`src/rtl/mips_pkg.sv`:
```
// Shared register-file constants for the MIPS-style pipeline blocks.
package mips_pkg;
    localparam int REG_ADDR_W  = 5;
    localparam int NREGS       = 32;
    localparam int CNT_W       = 2;
    localparam int MAX_PENDING = 3;

    localparam logic [REG_ADDR_W-1:0] REG_ZERO = 5'd0;
    localparam logic [REG_ADDR_W-1:0] REG_RA   = 5'd31;

    // Register 0 never writes back, so it is never tracked.
    function automatic logic is_tracked(input logic [REG_ADDR_W-1:0] r);
        return r != REG_ZERO;
    endfunction
endpackage

```
`src/rtl/sb_counter.sv`:
```
// Saturating pending-write counter for one register, with overflow/underflow flags.
module sb_counter
    import mips_pkg::*;
#(
    parameter int MAX = MAX_PENDING
) (
    input  logic i_clk,
    input  logic i_rst,
    input  logic i_flush,
    input  logic i_inc,
    input  logic i_dec,
    output logic o_busy,
    output logic o_ovf,
    output logic o_unf
);
    logic [CNT_W-1:0] r_cnt;
    logic             w_full;
    logic             w_empty;
    logic             w_up;
    logic             w_dn;

    assign w_full  = (r_cnt == CNT_W'(MAX));
    assign w_empty = (r_cnt == '0);
    // A same-cycle issue and retire cancel out and are never an error.
    assign w_up    = i_inc && !i_dec;
    assign w_dn    = i_dec && !i_inc;

    assign o_ovf  = !i_flush && w_up && w_full;
    assign o_unf  = !i_flush && w_dn && w_empty;
    assign o_busy = !w_empty;

    always_ff @(posedge i_clk or posedge i_rst) begin
        if (i_rst)
            r_cnt <= '0;
        else if (i_flush)
            r_cnt <= '0;
        else if (w_up && !w_full)
            r_cnt <= r_cnt + 1'b1;
        else if (w_dn && !w_empty)
            r_cnt <= r_cnt - 1'b1;
    end
endmodule

```
`src/rtl/reg_scoreboard.sv`:
```
// Register scoreboard: tracks in-flight writes per register and stalls decode on RAW hazards.
module reg_scoreboard
    import mips_pkg::*;
#(
    parameter int MAX_PENDING = mips_pkg::MAX_PENDING,
    parameter int NREGS       = mips_pkg::NREGS
) (
    input  logic                  i_clock,
    input  logic                  i_reset,
    input  logic                  i_issue_valid,
    input  logic [REG_ADDR_W-1:0] i_issue_dest,
    input  logic                  i_retire_valid,
    input  logic [REG_ADDR_W-1:0] i_retire_dest,
    input  logic                  i_flush,
    input  logic [REG_ADDR_W-1:0] i_src_a,
    input  logic [REG_ADDR_W-1:0] i_src_b,
    output logic                  o_stall,
    output logic [NREGS-1:0]      o_busy_mask,
    output logic                  o_err
);
    logic [NREGS-1:0] w_busy;
    logic [NREGS-1:0] w_ovf;
    logic [NREGS-1:0] w_unf;
    logic             w_iss;
    logic             w_ret;
    logic             r_err;

    assign w_iss = i_issue_valid  && is_tracked(i_issue_dest);
    assign w_ret = i_retire_valid && is_tracked(i_retire_dest);

    assign w_busy[0] = 1'b0;
    assign w_ovf[0]  = 1'b0;
    assign w_unf[0]  = 1'b0;

    for (genvar g = 1; g < NREGS; g++) begin : g_reg
        sb_counter #(.MAX(MAX_PENDING)) u_cnt (
            .i_clk   (i_clock),
            .i_rst   (i_reset),
            .i_flush (i_flush),
            .i_inc   (w_iss && (i_issue_dest  == REG_ADDR_W'(g))),
            .i_dec   (w_ret && (i_retire_dest == REG_ADDR_W'(g))),
            .o_busy  (w_busy[g]),
            .o_ovf   (w_ovf[g]),
            .o_unf   (w_unf[g])
        );
    end

    // Counters are registers, so the mask reflects state right after each edge.
    assign o_busy_mask = w_busy;
    assign o_stall     = w_busy[i_src_a] | w_busy[i_src_b];

    always_ff @(posedge i_clock or posedge i_reset) begin
        if (i_reset)
            r_err <= 1'b0;
        else
            r_err <= r_err | (|w_ovf) | (|w_unf);
    end

    assign o_err = r_err;
endmodule

```
`config.mk`:
```
export PLATFORM = sky130hd
export DESIGN_NAME = reg_scoreboard
export DESIGN_NICKNAME = d
export VERILOG_FILES = /design/src/rtl/mips_pkg.sv /design/src/rtl/sb_counter.sv /design/src/rtl/reg_scoreboard.sv
export SDC_FILE = /design/constraint.sdc
export NUM_CORES = 1
export LEC_CHECK = 0
export CAP_MARGIN = 20
export CORE_MARGIN = 2
export CORE_UTILIZATION = 40
export CTS_BUF_LIST = sky130_fd_sc_hd__clkbuf_8 sky130_fd_sc_hd__clkbuf_16
export DETAILED_ROUTE_END_ITERATION = 10
export PLACE_DENSITY = 0.7
export SYNTH_ARGS = -nofsm -noshare
export SYNTH_HDL_FRONTEND = slang
export SYNTH_SLANG_ARGS = --single-unit
```
`constraint.sdc`:
```
create_clock -name i_clock -period 2.5 [get_ports i_clock]
set_input_delay 0.375 -clock i_clock [delete_from_list [all_inputs] [get_ports i_clock]]
set_output_delay 0.375 -clock i_clock [all_outputs]
set_load 0.05 [all_outputs]
```
==> impl_metrics.tcl <==
set metrics [dict create \
    status "finished, violations left" \
    violations "setup timing" \
    grt_max_degree 41 \
    grt_setup_unrepaired "yes" \
    drv_cap 0 \
    cts_hold_buf 0 \
    worstSetupPathType "reg -> out" \
    synth_simple_gate_area_frac 0.237 \
    cts_root_buffer "clkbuf_16" \
    first_global_vias 6622 \
    synthTopCellsByCount "nor2_1 (66), nand2_1 (65), dfrtp_1 (63)" \
    min_period_ns 2.80 \
    num_antenna_cells 0 \
    ys.flop_type "dfrtp_1" \
    place.gp.congestion 1.04 \
    wire_per_inst_um 18.9 \
    io_buffers 57 \
    ys_top_cells_by_area "dfrtp_1 (28%), a211oi_1 (7.2%), mux4_2 (7.2%), o21ai_0 (5.5%), buf_4 (5.0%)" \
    clkSinkCount 63 \
    antenna_found_initial 0 \
    yosysMostFrequentCell "nor2_1" \
    die_area_sq_um 14900 \
    syn_area_per_cell_sq_um 8.14 \
    synthAdderAreaFrac 0 \
    die_h_um 122 \
    areaGrowthSynthToFinish_pct 45.9 \
    dp_slack_ns -0.488 \
    worstMarginPinSlew_ns 0.807 \
    synth_top_cell_area_share 0.282 \
    synthesis.nets 712 \
    cts_tree "yes" \
    yosys_warnings 0 \
    ant_nets 0 \
    rows 43 \
    synth_top_area_cell "dfrtp_1" \
    synth-edff-count 0 \
    design.core.area_sq_um 13800 \
    hold_path_class "in -> async" \
    numCtsBuffers 9 \
    fin_crit_sh 1.12 \
    clock_path_buffers 2 \
    fin_util 0.593 \
    grt_pass1_wl_um 33200 \
    arrival_ns 2.43 \
    dr.pass1.iters 5 \
    final.setup.tns_ns -0.301 \
    routed_wl_um 20700 \
    vias_per_cell 5.91 \
    grt_use_total 0.289 \
    async_flop_share 1.00 \
    start_util 0.406 \
    synth_top_family_by_area "compound AO/OA/AOI/OAI gates" \
    intPower_mw 2.24 \
    combPwrFrac 0.189 \
    ios 59 \
    rrSetupSlack_ns 0.60 \
    dp.cells 1058 \
    skew_ns 0.00625 \
    post-dp-hpwl_um 16200 \
    required_ns 2.12 \
    ys_seq_area_frac 0.282 \
    yosysUniqueCellTypes 75 \
    p_per_area_nw_per_um2 376 \
    hold_viol 0 \
    syn_area_sq_um 5590 \
    leakage_nw 3.73 \
    yosys_register_bits 63 \
    swShare 0.270 \
    synth-compound-area-share 0.291 \
    reg2reg_to "o_err" \
    synthXorXnorAreaFrac 0 \
    setup_slack_ns -0.301 \
    slew_violations 0 \
    max_slew_margin 0.462 \
    drc 0 \
    num_vias 6493 \
    r2r-start "g_reg[5].u_cnt.r_cnt[1]" \
    reg2regPathDepth 7 \
    die_w_um 122 \
    clk_latency_ns 0.35 \
    stdcell_count 1099 \
    setup_violations 1 \
    grt.overflow.total 0 \
    first_iter_violations 664 \
    peakVddDrop_uv 305 \
    start_kind "flop" \
    synthMuxAreaShare 0.0745 \
    syn_inst 687 \
    clkTransAtPathRegs_ns 0.06 \
    p_sw_mw 0.827 \
    layout-drive-gt1-share 0.337 \
    p_clk_frac 0.468 \
    h-tree-depth 3 \
    final_nets 940 \
    clock.fmax_ghz 0.357 \
    seqPwrFrac 0.342 \
    path_max_fanout 3 \
    critPathCaptureType "primary output" \
]
[power groups by stage]
stage          Combinational (mW)  Sequential [mW]  Clock (mW)
6_report                    0.581             1.05        1.44
5_1_grt                     0.615             1.05        1.48
3_3_place_gp                0.537             1.07           0
4_1_cts                     0.567             1.05        1.44
3_5_place_dp                0.553             1.07           0
2_1_floorplan               0.264             1.09           0
[metal layers]
layer / wire (um) / GRT usage / vias up
met1: 8090 / 0.338 / 3172
met5: 0 / 0 / -
li1: - / - / 2980
met4: 1050 / 0.164 / 0
met2: 10300 / 0.499 / 270
met3: 1270 / 0.0511 / 71
[how the worst max path moves through the flow]
stage                                   from       to  slack, ns
floorplan                         i_src_a[1]  o_stall      -0.12
global placement                  i_src_b[0]  o_stall      -0.43
detailed placement                i_src_b[0]  o_stall      -0.49
CTS                 g_reg[11].u_cnt.r_cnt[0]  o_stall      -0.33
global route        g_reg[11].u_cnt.r_cnt[0]  o_stall      -0.34
finish              g_reg[11].u_cnt.r_cnt[0]  o_stall      -0.30
[critical path, cell delays in order (launching register included)]
cell	delay (ns)
dfrtp_1	0.37
nor2_2	0.08
mux4_2	0.49
mux4_2	0.48
mux2_4	0.28
o211ai_1	0.15
clkbuf_16	0.23
[repair_timing]
| item | in CTS | in global routing |
|---|---|---|
| pin swaps | 1 | 6 |
| gates resized for setup | 24 | 16 |
| buffers inserted | 24 | 2 |
| setup endpoints to repair | 1 | 2 |
[layout make-up]
class,instances,area (sq um)
Fill cell,1246,5610
Multi-Input combinational cell,499,3460
Timing Repair Buffer,285,2350
Sequential cell,63,1580
Clock buffer,12,267
Tap cell,180,225
Inverter,57,221
Clock inverter,3,65.1
[through the flow]
stage               power [mW]  hold slack [ns]  cell area (sq um)
floorplan                 1.36            0.474               5620
finish                    3.07            0.395               8160
global route              3.15            0.443               8160
global placement          1.61            0.500               7520
CTS                       3.06            0.419               8090
detailed placement        1.62            0.509               7520
[state kept, by name, indices dropped and copies added (netlist names)]
| signal | count |
|---|---|
| g.u_cnt.r_cnt | 62 |
| o_err | 1 |
[placed cells by master, fill, tap and decap left out, types with 15 or more instances in the layout]
cell type          n
buf_4            222
nand2_1           65
dfrtp_1           63
o21ai_0           62
inv_1             54
a211oi_1          54
nor2_1            51
a21oi_1           46
clkdlybuf4s50_1   46
o211ai_1          20
mux4_2            18
nand3_1           17
nor2_2            15
[logic make-up (layout without fill, tap and decap cells)]
family / count (synthesis) / in the layout
compound gates: 242 / 242
simple gates: 237 / 237
other cells: 1 / 1
mux: 19 / 19
buf+inv: 125 / 357
flops: 63 / 63
No activity file was read; power rests on OpenSTA's default activity.
